===== config.mk =====
export PLATFORM = sky130hd
export DESIGN_NAME = axi_rr_arbiter
export DESIGN_NICKNAME = d
export VERILOG_FILES = /design/src/rtl/axi_arb_pkg.sv /design/src/rtl/rr_picker.sv /design/src/rtl/axi_rr_arbiter.sv
export SDC_FILE = /design/constraint.sdc
export NUM_CORES = 1
export LEC_CHECK = 0
export BUFFER_PORTS_ARGS = -buffer_cell sky130_fd_sc_hd__buf_2
export CORE_AREA = 3 3 185 187
export DETAILED_ROUTE_END_ITERATION = 12
export DIE_AREA = 0 0 188 190
export GPL_TIMING_DRIVEN = 1
export PLACE_DENSITY = 0.31
export SETUP_SLACK_MARGIN = 0.3
export SYNTH_ARGS = -nofsm -noshare
export SYNTH_HDL_FRONTEND = slang
export SYNTH_SLANG_ARGS = --single-unit

===== constraint.sdc =====
create_clock -name clock -period 1.7 [get_ports clock]
set_input_delay 0.34 -clock clock [delete_from_list [all_inputs] [get_ports clock]]
set_output_delay 0.34 -clock clock [all_outputs]
set_load 0.02 [all_outputs]

===== src/rtl/axi_arb_pkg.sv =====
// Shared types and AXI constants for the round-robin AXI arbiter.
package axi_arb_pkg;

    typedef enum logic [2:0] {
        IDLE,
        RD_ADDR,
        RD_DATA,
        WR_ADDR_DATA,
        WR_RESP
    } arb_state_t;

    localparam logic [1:0] BURST_FIXED = 2'b00;
    localparam logic [1:0] BURST_INCR  = 2'b01;
    localparam logic [1:0] BURST_WRAP  = 2'b10;

    localparam logic [1:0] RESP_OKAY   = 2'b00;
    localparam logic [1:0] RESP_EXOKAY = 2'b01;
    localparam logic [1:0] RESP_SLVERR = 2'b10;
    localparam logic [1:0] RESP_DECERR = 2'b11;

    localparam int ID_W = 4;

    // AxSIZE encoding for a full-width beat of the given data bus
    function automatic logic [2:0] axsize(input int data_w);
        return 3'($clog2(data_w / 8));
    endfunction

endpackage


===== src/rtl/rr_picker.sv =====
// Combinational grant selection: round-robin from last_grant+1, or fixed
// lowest-index priority when ARB_FIXED_PRIO_EN is defined.
module rr_picker #(
    parameter int N     = 2,
    parameter int IDX_W = $clog2(N)
) (
    input  logic [N-1:0]     req,
`ifndef ARB_FIXED_PRIO_EN
    input  logic [IDX_W-1:0] last_grant,
`endif
    output logic [N-1:0]     grant,
    output logic [IDX_W-1:0] grant_idx
);

    // Scan from lowest to highest priority so the last hit wins.
    always_comb begin
        grant     = '0;
        grant_idx = '0;
`ifdef ARB_FIXED_PRIO_EN
        for (int i = N - 1; i >= 0; i--) begin
            if (req[i]) grant_idx = IDX_W'(i);
        end
`else
        for (int k = N; k >= 1; k--) begin
            if (req[(int'(last_grant) + k) % N])
                grant_idx = IDX_W'((int'(last_grant) + k) % N);
        end
`endif
        if (|req) grant[grant_idx] = 1'b1;
    end

endmodule


===== src/rtl/axi_rr_arbiter.sv =====
// N-master to 1-slave AXI4 arbiter, one transaction outstanding.
// Define ARB_FIXED_PRIO_EN for fixed lowest-index priority instead of round-robin.
module axi_rr_arbiter
    import axi_arb_pkg::*;
#(
    parameter int N_MASTERS = 2,
    parameter int ADDR_W    = 32,
    parameter int DATA_W    = 32
) (
    input  logic                          clock,
    input  logic                          reset,

    input  logic [N_MASTERS-1:0]          m_arvalid,
    output logic [N_MASTERS-1:0]          m_arready,
    input  logic [N_MASTERS*ADDR_W-1:0]   m_araddr,
    input  logic [N_MASTERS*8-1:0]        m_arlen,
    output logic [N_MASTERS-1:0]          m_rvalid,
    output logic [N_MASTERS-1:0]          m_rlast,
    input  logic [N_MASTERS-1:0]          m_rready,
    output logic [DATA_W-1:0]             m_rdata,
    output logic [1:0]                    m_rresp,

    input  logic [N_MASTERS-1:0]          m_awvalid,
    output logic [N_MASTERS-1:0]          m_awready,
    input  logic [N_MASTERS*ADDR_W-1:0]   m_awaddr,
    input  logic [N_MASTERS*8-1:0]        m_awlen,
    input  logic [N_MASTERS-1:0]          m_wvalid,
    input  logic [N_MASTERS-1:0]          m_wlast,
    input  logic [N_MASTERS*DATA_W-1:0]   m_wdata,
    input  logic [N_MASTERS*DATA_W/8-1:0] m_wstrb,
    output logic [N_MASTERS-1:0]          m_wready,
    output logic [N_MASTERS-1:0]          m_bvalid,
    input  logic [N_MASTERS-1:0]          m_bready,
    output logic [1:0]                    m_bresp,

    output logic                          s_arvalid,
    input  logic                          s_arready,
    output logic [ADDR_W-1:0]             s_araddr,
    output logic [7:0]                    s_arlen,
    output logic [2:0]                    s_arsize,
    output logic [1:0]                    s_arburst,
    output logic [ID_W-1:0]               s_arid,
    input  logic                          s_rvalid,
    output logic                          s_rready,
    input  logic [DATA_W-1:0]             s_rdata,
    input  logic [1:0]                    s_rresp,
    input  logic                          s_rlast,

    output logic                          s_awvalid,
    input  logic                          s_awready,
    output logic [ADDR_W-1:0]             s_awaddr,
    output logic [7:0]                    s_awlen,
    output logic [2:0]                    s_awsize,
    output logic [1:0]                    s_awburst,
    output logic [ID_W-1:0]               s_awid,
    output logic                          s_wvalid,
    input  logic                          s_wready,
    output logic [DATA_W-1:0]             s_wdata,
    output logic [DATA_W/8-1:0]           s_wstrb,
    output logic                          s_wlast,
    input  logic                          s_bvalid,
    output logic                          s_bready,
    input  logic [1:0]                    s_bresp
);

    localparam int          IDX_W  = $clog2(N_MASTERS);
    localparam int          STRB_W = DATA_W / 8;
    localparam logic [2:0]  SIZE   = axsize(DATA_W);

    logic [N_MASTERS-1:0][ADDR_W-1:0] araddr_v, awaddr_v;
    logic [N_MASTERS-1:0][7:0]        arlen_v, awlen_v;
    logic [N_MASTERS-1:0][DATA_W-1:0] wdata_v;
    logic [N_MASTERS-1:0][STRB_W-1:0] wstrb_v;

    assign araddr_v = m_araddr;
    assign awaddr_v = m_awaddr;
    assign arlen_v  = m_arlen;
    assign awlen_v  = m_awlen;
    assign wdata_v  = m_wdata;
    assign wstrb_v  = m_wstrb;

    arb_state_t            state;
    logic [IDX_W-1:0]      gnt;
    logic                  ar_pend, aw_pend, w_pend;
    logic [N_MASTERS-1:0]  req, pick_oh;
    logic [IDX_W-1:0]      pick_idx;
    logic                  pick_rd;
    logic                  ar_hs, r_hs, aw_hs, wl_hs, b_hs;

    assign req     = m_arvalid | m_awvalid;
    assign pick_rd = |(m_arvalid & pick_oh);

`ifndef ARB_FIXED_PRIO_EN
    logic [IDX_W-1:0] last_grant;
`endif

    rr_picker #(.N(N_MASTERS)) u_picker (
        .req        (req),
`ifndef ARB_FIXED_PRIO_EN
        .last_grant (last_grant),
`endif
        .grant      (pick_oh),
        .grant_idx  (pick_idx)
    );

    assign ar_hs = s_arvalid & s_arready;
    assign r_hs  = s_rvalid & s_rready;
    assign aw_hs = s_awvalid & s_awready;
    assign wl_hs = s_wvalid & s_wready & s_wlast;
    assign b_hs  = s_bvalid & s_bready;

    always_ff @(posedge clock) begin
        if (reset) begin
            state   <= IDLE;
            gnt     <= '0;
            ar_pend <= 1'b0;
            aw_pend <= 1'b0;
            w_pend  <= 1'b0;
`ifndef ARB_FIXED_PRIO_EN
            last_grant <= IDX_W'(N_MASTERS - 1);
`endif
        end else begin
            unique case (state)
                IDLE: begin
                    if (|req) begin
                        gnt <= pick_idx;
`ifndef ARB_FIXED_PRIO_EN
                        last_grant <= pick_idx;
`endif
                        // Reads win when the chosen master has both pending
                        if (pick_rd) begin
                            state   <= RD_ADDR;
                            ar_pend <= 1'b1;
                        end else begin
                            state   <= WR_ADDR_DATA;
                            aw_pend <= 1'b1;
                            w_pend  <= 1'b1;
                        end
                    end
                end
                RD_ADDR: begin
                    if (ar_hs) begin
                        ar_pend <= 1'b0;
                        state   <= RD_DATA;
                    end
                end
                RD_DATA: begin
                    if (r_hs && s_rlast) state <= IDLE;
                end
                WR_ADDR_DATA: begin
                    if (aw_hs) aw_pend <= 1'b0;
                    if (wl_hs) w_pend  <= 1'b0;
                    // AW and last W may complete in either order or together
                    if ((!aw_pend || aw_hs) && (!w_pend || wl_hs)) state <= WR_RESP;
                end
                WR_RESP: begin
                    if (b_hs) state <= IDLE;
                end
                default: state <= IDLE;
            endcase
        end
    end

    assign s_arvalid = ar_pend;
    assign s_araddr  = araddr_v[gnt];
    assign s_arlen   = arlen_v[gnt];
    assign s_arsize  = SIZE;
    assign s_arburst = BURST_INCR;
    assign s_arid    = ID_W'(gnt);
    assign s_rready  = (state == RD_DATA) & m_rready[gnt];

    assign s_awvalid = aw_pend;
    assign s_awaddr  = awaddr_v[gnt];
    assign s_awlen   = awlen_v[gnt];
    assign s_awsize  = SIZE;
    assign s_awburst = BURST_INCR;
    assign s_awid    = ID_W'(gnt);
    assign s_wvalid  = w_pend & m_wvalid[gnt];
    assign s_wdata   = wdata_v[gnt];
    assign s_wstrb   = wstrb_v[gnt];
    assign s_wlast   = m_wlast[gnt];
    assign s_bready  = (state == WR_RESP) & m_bready[gnt];

    assign m_rdata = s_rdata;
    assign m_rresp = s_rresp;
    assign m_bresp = s_bresp;

    // Only the owner of the current transaction ever sees a handshake
    always_comb begin
        m_arready = '0;
        m_rvalid  = '0;
        m_rlast   = '0;
        m_awready = '0;
        m_wready  = '0;
        m_bvalid  = '0;
        m_arready[gnt] = ar_pend & s_arready;
        m_rvalid[gnt]  = (state == RD_DATA) & s_rvalid;
        m_rlast[gnt]   = (state == RD_DATA) & s_rlast;
        m_awready[gnt] = aw_pend & s_awready;
        m_wready[gnt]  = w_pend & s_wready;
        m_bvalid[gnt]  = (state == WR_RESP) & s_bvalid;
    end

endmodule

* Word level (Yosys, flattened, before mapping)
Index checks and enable logic that the tools add are counted.
** Cells by class
- $add $sub $neg :: 2
- Order comparisons :: 6
- Equal/unequal tests :: 13
- Muxes and demuxes :: 50
- Bitwise operators :: 23
- Reductions and logical operators :: 18
** Operators with widths (number)
- $mux W32 :: 6
- $mux W8 :: 4
- $mux W1 :: 25
- $ne A2 B2 Y1 const B :: 9
- $mux W3 :: 5
- $pmux W3 S5 :: 1
- $and A2 B2 Y2 :: 7
- $and A1 B1 Y1 :: 13
- $reduce_and A4 Y1 :: 3
- $mux W4 :: 2
- $eq A3 B2 Y1 const B :: 2
- $lt A2 B3 Y1 const B :: 2
- $pmux W1 S2 :: 3
- $reduce_and A5 Y1 :: 1
- $logic_and A1 B1 Y1 :: 4
- $lt A1 B2 Y1 const B :: 2
- $mux W2 :: 2
- $reduce_bool A2 Y1 :: 2
- $reduce_or A2 Y1 :: 2
- $eq A3 B1 Y1 const B :: 1
- $eq A3 B3 Y1 const B :: 1
- $logic_not A3 Y1 :: 1
- $add A1 B1 Y1 const B :: 2
- $and A1 B1 Y1 const A :: 2
- other kinds (6) :: 10
** Word-level totals
- Bits in registers :: 8
- Input port bits :: 288
- Word-level logic and storage cells :: 118

* Depth between registers and ports, before layout
Gate-level depths: netlist (run 1).
- Word-level depth :: 17
- Mapped depth :: 5
- Depth with buffers taken out :: 4

* Cells and area by module
A second synthesis (run 1) with hierarchy kept.
** Second synthesis, totals
- Cells, all modules :: 275
- Area, all modules :: 2436.1 sq um
** Modules (own cells, without submodules)
- axi_rr_arbiter :: instances 1, cells an instance 271, area each 2409.8 sq um
- rr_picker :: instances 1, cells an instance 4, area each 26.3 sq um

* Worst setup path after synthesis (run 1)
No wires, ideal clock.
- Path type :: register -> output
- Start :: register gnt
- End :: output port m_rlast[0]
- Data arrival time :: 1.570 ns
- Path slack :: -0.210 ns
- Stages on the path, launching flop included :: 5
- Cell sequence :: dfxtp_1 -> buf_4 -> buf_2 -> buf_2 -> nor4b_1
** On the way
- Word-level cells in the longest chain between the ends :: 5
- Elaborated cells on any way between the ends :: 6
** Ends and longest elaborated chain
- start: declaration :: line axi_rr_arbiter.sv:83 : logic [IDX_W-1:0] gnt;
- start signal: assignment :: line axi_rr_arbiter.sv:126 : gnt <= pick_idx;
- $lt A1 B2 Y1 (not written as such) / $ge A1 B1 Y1 (equally long branches) :: line axi_rr_arbiter.sv:198 : m_rlast[gnt] = (state == RD_DATA) & s_rlast;
- $logic_and A1 B1 Y1 (not written as such) :: line axi_rr_arbiter.sv:198
- $mux W1 (not written as such) :: line axi_rr_arbiter.sv:198
- $demux W1 S1 * :: line axi_rr_arbiter.sv:198
- $and A2 B2 Y2 (no source line) *
- end: declaration :: line axi_rr_arbiter.sv:18 : output logic [N_MASTERS-1:0] m_rlast,
Every way passes the cells marked *; elsewhere a longest branch is shown, timed or not.

* Worst setup path in the final report (run 1)
- Start :: register gnt
- End :: output port s_awaddr[6]
** On the way
- Word-level cells in the longest chain between the ends :: 2
** Ends and longest elaborated chain
- $mux W32 (not written as such) (2 in a row) :: line axi_rr_arbiter.sv:173 : assign s_awaddr = awaddr_v[gnt];
- end: declaration :: line axi_rr_arbiter.sv:51 : output logic [ADDR_W-1:0] s_awaddr,
No other way between the ends. The select of a mux whose other input is x is not followed.

==> results of run 1 <==
-- Yosys cell counts (2+ instances only) --
library cell	n	area share (%)
sky130_fd_sc_hd__conb_1	2	0.31
sky130_fd_sc_hd__inv_1	4	0.61
sky130_fd_sc_hd__mux2i_1	4	1.6
sky130_fd_sc_hd__nand2b_1	2	0.51
sky130_fd_sc_hd__a21oi_1	5	1.0
sky130_fd_sc_hd__o21a_1	2	0.61
sky130_fd_sc_hd__nand2_1	8	1.2
sky130_fd_sc_hd__nor2_1	9	1.4
sky130_fd_sc_hd__buf_2	14	2.9
sky130_fd_sc_hd__o21ai_0	3	0.61
sky130_fd_sc_hd__nor4b_1	2	0.71
sky130_fd_sc_hd__and3b_1	2	0.71
sky130_fd_sc_hd__buf_4	56	17
sky130_fd_sc_hd__nor3_1	2	0.41
sky130_fd_sc_hd__dfxtp_1	8	6.5
sky130_fd_sc_hd__mux2_2	116	53
sky130_fd_sc_hd__and3_1	6	1.5
sky130_fd_sc_hd__nor2b_1	2	0.51
-- path summary, 6_finish.rpt --
kind         cells after the start                    from  slack, ns                endpoint
min                              2                   reset       0.39   state[2]$_SDFFE_PP0P_
max                              4        gnt$_SDFFE_PP0P_      -0.08             s_awaddr[6]
max reg2reg                      8        gnt$_SDFFE_PP0P_      -0.03   state[1]$_SDFFE_PP0P_
min reg2reg                      2  s_awvalid$_SDFFE_PP0P_       0.53  s_awvalid$_SDFFE_PP0P_
-- cell families after synthesis --
group | Yosys count | share of synthesized area (%)
and+or+nand+nor | 42 | 10.5
DFF | 8 | 6.52
buffers and inverters | 76 | 20.9
muxes | 120 | 54.8
AOI/OAI and AO/OA | 22 | 6.93
other | 2 | 0.306
-- timing repair --
action | in CTS | in global routing
cloned | 2 | 1
buffers inserted | 12 | 0
endpoints found under the setup margin | 138 | 138
pin swaps | 7 | 3
resized for setup | 174 | 72
-- layout make-up --
cell class                      instances  area (sq um)  share of cell area, %
Timing Repair Buffer                  420          3010                   48.8
Multi-Input combinational cell        200          2350                   38.1
Tap cell                              442           553                   8.96
Sequential cell                         8           165                   2.68
Clock buffer                            4          78.8                   1.28
Inverter                                4          15.0                  0.243
-- flip-flops by register name, summed over array words and instances (netlist names) --
register / count
state: 3
gnt: 1
last_grant: 1
s_arvalid: 1
s_awvalid: 1
w_pend: 1
-- metrics by stage --
step / instance area (sq um) / TNS (ns) / instances / hold slack, ns
global placement: 5100 / 0 / 1059 / 0.516
detailed placement: 5100 / 0 / 1059 / 0.512
floorplan: 3090 / 0 / 284 / 0.501
CTS: 5910 / -7.58 / 1077 / 0.395
finish: 6170 / -5.22 / 1078 / 0.390
global route: 6170 / -10.63 / 1078 / 0.401
-- power by group --
part	total [W]	internal [W]	switching, W
Combinational	0.00325	0.00175	0.00150
Sequential	0.000271	0.000223	0.0000481
Clock	0.000416	0.000313	0.000102
-- per-layer routing --
metal	wire [um]	share of wire, %	GRT usage, %	up-vias
met5	0	0	0	-
met3	1500	8.2	2.84	5
met2	9220	51	16.2	208
met1	7450	41	11.1	1571
li1	-	-	-	1633
met4	55	0.30	0.779	0
==> impl_metrics.tcl, run 1 <==
set metrics [dict create \
    status "finished with violations" \
    violations "setup timing" \
    globalplace.congestion 0.711 \
    die_width_um 188 \
    maxCapViolCount 0 \
    io_buffers 387 \
    crit_path_top_delay_cell "sky130_fd_sc_hd__dfxtp_4" \
    post_synthesis_register_bit_count 8 \
    ys.flop_type "sky130_fd_sc_hd__dfxtp_1" \
    standard_cell_rows 66 \
    timing.final.ws_setup_ns -0.0819 \
    drc_errors 0 \
    netlist_area_sq_um 2450 \
    grt_first_pass_wirelength_um 24600 \
    route.detailed.vias_per_inst 3.17 \
    final_clock_period_utilization_by_the_worst_path_pct 105 \
    pre_cts_ws_ns 0.0256 \
    grt_overflow_total 0 \
    pin_count_of_the_biggest_net_entering_global_routing 19 \
    clock-skew-final_ns 0.00233 \
    layout.filler_cells 3637 \
    maxClockFrequency_mhz 561 \
    worst-endpoint-required_ns 1.36 \
    timing.critical_path.max_delay_family "buffers and inverters" \
    grt_antenna_before_repair 0 \
    layout_cell_share_with_drive_strength_beyond_1_pct 89.2 \
    layout_commonest_cell "sky130_fd_sc_hd__buf_2" \
    cp_cell_sequence "buf_12, buf_16, mux2_4, buf_6" \
    slew_limit_fails 0 \
    number_of_library_cell_types_mapped_by_synthesis 41 \
    max-clock-path-buffers 2 \
    clk-insertion-delay-late_ns 0.24 \
    cts_root_buf "sky130_fd_sc_hd__clkbuf_16" \
    timing.final.crit_period_ns 1.78 \
    tritoncts.num_buffers 3 \
    antenna_cells_inserted 0 \
    drt-pass1-iter-count 4 \
    postRouteWirelength_um 18200 \
    largest_driver_fanout_on_the_critical_path 12 \
    place.detailed.hpwl_um 15600 \
    finalSetupViolations 111 \
    synth-seq-area-share_pct 6.52 \
    buffers_inverters_on_critical_path 3 \
    share_of_flip_flops_with_an_asynchronous_set_or_reset_pct 0 \
    die_area_sq_um 35700 \
    number_of_buffers_inserted_for_hold_repair_after_clock_tree_synthesis 0 \
    dr.first_iter.drc_count 58 \
    tritoncts_clock_tree "yes" \
    pwr_density_cell_nw_per_um2 637 \
    critical_path.max_stage_delay_ns 0.37 \
    setup_repair_after_global_routing_missed_its_margin "true" \
    worst_ep_arrival_time_ns 1.44 \
    syn_to_final_growth_pct 151 \
    grt_pass1_vias 3531 \
    pin_count 476 \
    die_y_um 190 \
    timing.hold.worst.class "in2reg" \
    ir_worst_vdd_mv 0.311 \
    register_clock_pin_slew_on_the_reported_worst_setup_and_hold_paths_ns 0.04 \
    final_util_pct 18.9 \
    timing.critical_path.to_type "output port" \
    route.vias.total 3417 \
    crit_type "reg2out" \
    htree_levels 1 \
    grt_util_all_layers_pct 9.06 \
    cts_sinks 8 \
    gate_count_post_synth 270 \
    crit_path_start_kind "flip-flop" \
    leakagePower_nw 3.15 \
    total_power_w 0.00393 \
    core_sq_um 32600 \
    commonest_cells_after_routing_fill_and_taps_aside "sky130_fd_sc_hd__buf_2, sky130_fd_sc_hd__mux2_4, sky130_fd_sc_hd__buf_6" \
    post_drt_wl_per_cell_um 16.9 \
    syn_avg_cell_area_sq_um 9.09 \
    final_hold_viol_count 0 \
    final_net_count 925 \
    yosysWarnings 0 \
    initial_utilization_pct 7.53 \
    antenna_violating_nets_left 0 \
    synth-edff-count 0 \
]
Power figures use the tool's default switching activity.
==> inputs of run 2 (changes only) <==
CELL_PAD_IN_SITES_DETAIL_PLACEMENT = 0   (was unset)
CELL_PAD_IN_SITES_GLOBAL_PLACEMENT = 1   (was unset)
CORE_AREA = 3 3 182 184   (was 3 3 185 187)
DIE_AREA = 0 0 185 187   (was 0 0 188 190)
PLACE_DENSITY = 0.48   (was 0.31)
==> impl_metrics.tcl, run 2 (synthesized netlist as in run 1, its figures left out) <==
set metrics [dict create \
    status "finished with violations" \
    violations "setup timing" \
    max-clock-path-buffers 2 \
    initial_utilization_pct 7.78 \
    layout_commonest_cell "sky130_fd_sc_hd__buf_2" \
    grt_first_pass_wirelength_um 23100 \
    grt_pass1_vias 3564 \
    die_width_um 185 \
    route.vias.total 3438 \
    pre_cts_ws_ns 0.0688 \
    grt_overflow_total 0 \
    timing.hold.ws_ns 0.392 \
    die_y_um 187 \
    drc_errors 0 \
    top_register "state" \
    register_clock_pin_slew_on_the_reported_worst_setup_and_hold_paths_ns 0.04 \
    crit_path_start_kind "flip-flop" \
    core_sq_um 31600 \
    route.detailed.vias_per_inst 3.28 \
    finalSetupViolations 113 \
    tritoncts.num_buffers 3 \
    slew_limit_fails 0 \
    pin_count 476 \
    final_clock_period_utilization_by_the_worst_path_pct 106 \
    htree_levels 1 \
    fin_cells 1048 \
    largest_reg_flops 3 \
    cts_sinks 8 \
    cts_root_buf "sky130_fd_sc_hd__clkbuf_16" \
    postRouteWirelength_um 17300 \
    syn_to_final_growth_pct 136 \
    crit_start "gnt$_SDFFE_PP0P_" \
    ir_worst_vdd_mv 0.340 \
    final_util_pct 18.4 \
    r2r_slack_ns 0.10 \
    globalplace.congestion 0.737 \
    pin_count_of_the_biggest_net_entering_global_routing 16 \
    timing.hold.worst.class "in2reg" \
    dr.first_iter.drc_count 78 \
    hold_path_end "state[2]$_SDFFE_PP0P_" \
    grt_util_all_layers_pct 8.84 \
    final_hold_viol_count 0 \
    commonest_cells_after_routing_fill_and_taps_aside "sky130_fd_sc_hd__buf_2, sky130_fd_sc_hd__mux2_4, sky130_fd_sc_hd__buf_6" \
    worstHoldStart "reset" \
    clk-insertion-delay-late_ns 0.23 \
    min_delay_path_depth 2 \
    leakagePower_nw 3.06 \
    clock-skew-final_ns 0.00198 \
    post_drt_wl_per_cell_um 16.5 \
    tritoncts_clock_tree "yes" \
    crit_type "reg2out" \
    largest_driver_fanout_on_the_critical_path 15 \
    final_net_count 932 \
    layout_cell_share_with_drive_strength_beyond_1_pct 88.6 \
    maxCapViolCount 0 \
    io_buffers 387 \
    dpl.cell_count 1033 \
    antenna_violating_nets_left 0 \
    critical_path.reg2reg.endpoint "state[1]$_SDFFE_PP0P_" \
    setup_repair_after_global_routing_missed_its_margin "true" \
    grt_antenna_before_repair 1 \
    ff2ff_path_depth 5 \
    drt-pass1-iter-count 4 \
    timing.final.ws_setup_ns -0.0947 \
    standard_cell_rows 65 \
    die_area_sq_um 34600 \
    place.detailed.hpwl_um 15600 \
    timing.final.crit_period_ns 1.79 \
    pwr_density_cell_nw_per_um2 639 \
    worst_ep_arrival_time_ns 1.45 \
    timing.critical_path.to_type "output port" \
    crit-reg2reg-launch "gnt$_SDFFE_PP0P_" \
    maxClockFrequency_mhz 557 \
    worst-endpoint-required_ns 1.36 \
]
[run 2: worst max-delay path by stage]
stage | end | slack, ns | cells past startpoint
global route | s_wdata[10] | -0.15 | 3
floorplan | s_wdata[15] | 0.26 | 4
finish | s_wdata[5] | -0.09 | 3
global placement | state[1]$_SDFFE_PP0P_ | 0.09 | 5
detailed placement | state[1]$_SDFFE_PP0P_ | 0.07 | 6
CTS | s_wdata[1] | -0.12 | 4
[run 2: per-stage QoR]
stage          area, sq um  TNS (ns)  total power, W
3_5_place_dp          5180         0         0.00298
6_report              5800     -4.40         0.00370
5_1_grt               5790    -11.14         0.00393
4_1_cts               5650     -7.16         0.00366
2_1_floorplan         3090         0         0.00219
3_3_place_gp          5180         0         0.00300
[run 2: where the power goes]
| group | internal [W] | switching, W |
|---|---|---|
| Combinational | 0.00158 | 0.00145 |
| Clock | 0.000313 | 0.0000957 |
| Sequential | 0.000226 | 0.0000477 |
[run 2: critical path, cell delays in order (launching register included)]
cell	delay, ns
sky130_fd_sc_hd__dfxtp_4	0.38
sky130_fd_sc_hd__buf_4	0.28
sky130_fd_sc_hd__mux2_4	0.38
sky130_fd_sc_hd__buf_2	0.18
[run 2: timing repair]
item	in CTS	in global routing
hold buffers	0	0
pin swaps	4	4
buffers inserted	5	3
resized for setup	99	40
setup endpoints to repair	138	138
[run 2: metal layers]
metal  routed length, um  share of wire (%)  track usage (%)  vias up
met2                7390                 43             13.8      239
met4                  21               0.12            0.346        2
met1                7930                 46             12.4     1541
li1                    -                  -                -     1651
met5                  13              0.075                0        -
met3                1940                 11             3.07        5
[run 2: area by class of cell]
class,count,area (sq um)
sequential,8,173
timing repair buffer,427,2710
antenna,3,7.51
multi-input combinational,200,2310
tap,402,503
clock buffer,4,78.8
inverter,4,15.0
fill,3574,25800
==> inputs of run 3 (changes only) <==
CAP_MARGIN = 20   (was unset)
CTS_BUF_LIST = sky130_fd_sc_hd__clkbuf_2   (was unset)
==> impl_metrics.tcl, run 3 (synthesized netlist as in run 1, its figures left out) <==
set metrics [dict create \
    status "finished with violations" \
    violations "setup timing" \
    layout.filler_cells 3581 \
    final_clock_period_utilization_by_the_worst_path_pct 107 \
    ff2ff_path_depth 5 \
    leakagePower_nw 3.03 \
    htree_levels 1 \
    grt_pass1_vias 3578 \
    timing.critical_path.to_type "output port" \
    pin_count_of_the_biggest_net_entering_global_routing 16 \
    largest_driver_fanout_on_the_critical_path 13 \
    ir_worst_vdd_mv 0.306 \
    cts_root_buf "sky130_fd_sc_hd__clkbuf_2" \
    slew_limit_fails 0 \
    die_y_um 187 \
    finalSetupViolations 117 \
    fin_cells 1048 \
    layout_commonest_cell "sky130_fd_sc_hd__buf_2" \
    layout_cell_share_with_drive_strength_beyond_1_pct 88.8 \
    grt_overflow_total 0 \
    crit_path_start_kind "flip-flop" \
    dpl.cell_count 1033 \
    total_power_w 0.00340 \
    worst-endpoint-required_ns 1.36 \
    postRouteWirelength_um 17300 \
    antenna_violating_nets_left 0 \
    io_buffers 387 \
    maxClockFrequency_mhz 552 \
    min_delay_path_depth 2 \
    syn_to_final_growth_pct 133 \
    clock-skew-final_ns 0.00711 \
    grt_antenna_before_repair 0 \
    maxCapViolCount 0 \
    place.detailed.hpwl_um 15600 \
    placed_area_sq_um 5180 \
    final_hold_viol_count 0 \
    route.detailed.vias_per_inst 3.26 \
    die_area_sq_um 34600 \
    register_clock_pin_slew_on_the_reported_worst_setup_and_hold_paths_ns 0.09 \
    crit_type "reg2out" \
    r2r_slack_ns 0.08 \
    max-clock-path-buffers 2 \
    commonest_cells_after_routing_fill_and_taps_aside "sky130_fd_sc_hd__buf_2, sky130_fd_sc_hd__mux2_4, sky130_fd_sc_hd__buf_6" \
    cts_sinks 8 \
    tritoncts.num_buffers 3 \
    stdcell_area_sq_um 5710 \
    timing.final.ws_setup_ns -0.113 \
    post_drt_wl_per_cell_um 16.5 \
    standard_cell_rows 65 \
    worst_ep_arrival_time_ns 1.47 \
    die_width_um 185 \
    globalplace.congestion 0.737 \
    drt-pass1-iter-count 4 \
    initial_utilization_pct 7.78 \
    timing.hold.worst.class "in2reg" \
    number_of_buffers_inserted_for_hold_repair_after_clock_tree_synthesis 0 \
    grt_util_all_layers_pct 8.85 \
    grt_first_pass_wirelength_um 23200 \
    dr.first_iter.drc_count 57 \
    pin_count 476 \
    drc_errors 0 \
    final_util_pct 18.1 \
    setup_repair_after_global_routing_missed_its_margin "true" \
    route.vias.total 3417 \
    pwr_density_cell_nw_per_um2 596 \
    final_net_count 932 \
    clk-insertion-delay-late_ns 0.24 \
    timing.final.crit_period_ns 1.81 \
    tritoncts_clock_tree "yes" \
    core_sq_um 31600 \
    largest_reg_flops 3 \
    top_register "state" \
]
-- run 3: cell count changes in the layout (fill, tap and decap cells not counted), moves of 2 or more --
cell                        delta
sky130_fd_sc_hd__clkbuf_16     -3
sky130_fd_sc_hd__clkbuf_2      +4
sky130_fd_sc_hd__buf_6         -5
sky130_fd_sc_hd__buf_2         +3
sky130_fd_sc_hd__buf_4         +2
-- run 3: power by group --
part	internal (W)	switching, W
sequential	0.000223	0.0000466
combinational	0.00156	0.00144
clock	0.0000625	0.0000720
total	0.00185	0.00156
-- run 3: worst paths after layout --
kind | startpoint | to
worst max-delay path | gnt$_SDFFE_PP0P_ | s_awlen[4]
worst min-delay path | reset | state[2]$_SDFFE_PP0P_
worst max register to register | gnt$_SDFFE_PP0P_ | state[1]$_SDFFE_PP0P_
worst min register to register | s_awvalid$_SDFFE_PP0P_ | s_awvalid$_SDFFE_PP0P_
-- run 3: critical path, stage by stage (launching register included) --
cell and delay [ns]:
sky130_fd_sc_hd__dfxtp_4 0.40, sky130_fd_sc_hd__buf_12 0.17, sky130_fd_sc_hd__buf_4 0.17, sky130_fd_sc_hd__mux2_4 0.30
sky130_fd_sc_hd__buf_2 0.17
-- run 3: area by class of cell --
type,count,area [sq um],area share (%)
inverters,4,15.0,0.263
clock buffers,4,20.0,0.350
multi-input cells,200,2310,40.5
well taps,402,503,8.81
flip-flops and latches,8,170,2.98
repair buffers,427,2690,47.0
diodes,3,7.51,0.131
-- run 3: metrics by stage --
stage / setup TNS [ns] / hold WS [ns] / setup WS (ns)
2_1_floorplan: 0 / 0.501 / 0.261
3_3_place_gp: 0 / 0.528 / 0.0937
3_5_place_dp: 0 / 0.529 / 0.0688
4_1_cts: -11.80 / 0.359 / -0.158
5_1_grt: -19.74 / 0.357 / -0.220
6_report: -7.64 / 0.373 / -0.113
-- run 3: routing by layer --
layer	part of all wire, %	GRT usage [%]
met2	43	13.8
met4	0	0.346
met1	45	12.4
met5	0	0
met3	12	3.05
-- run 3: repair_timing --
item / CTS / global route
gates resized for setup: 90 / 40
buffers inserted: 5 / 3
pin swaps: 3 / 0
setup endpoints to repair: 138 / 138
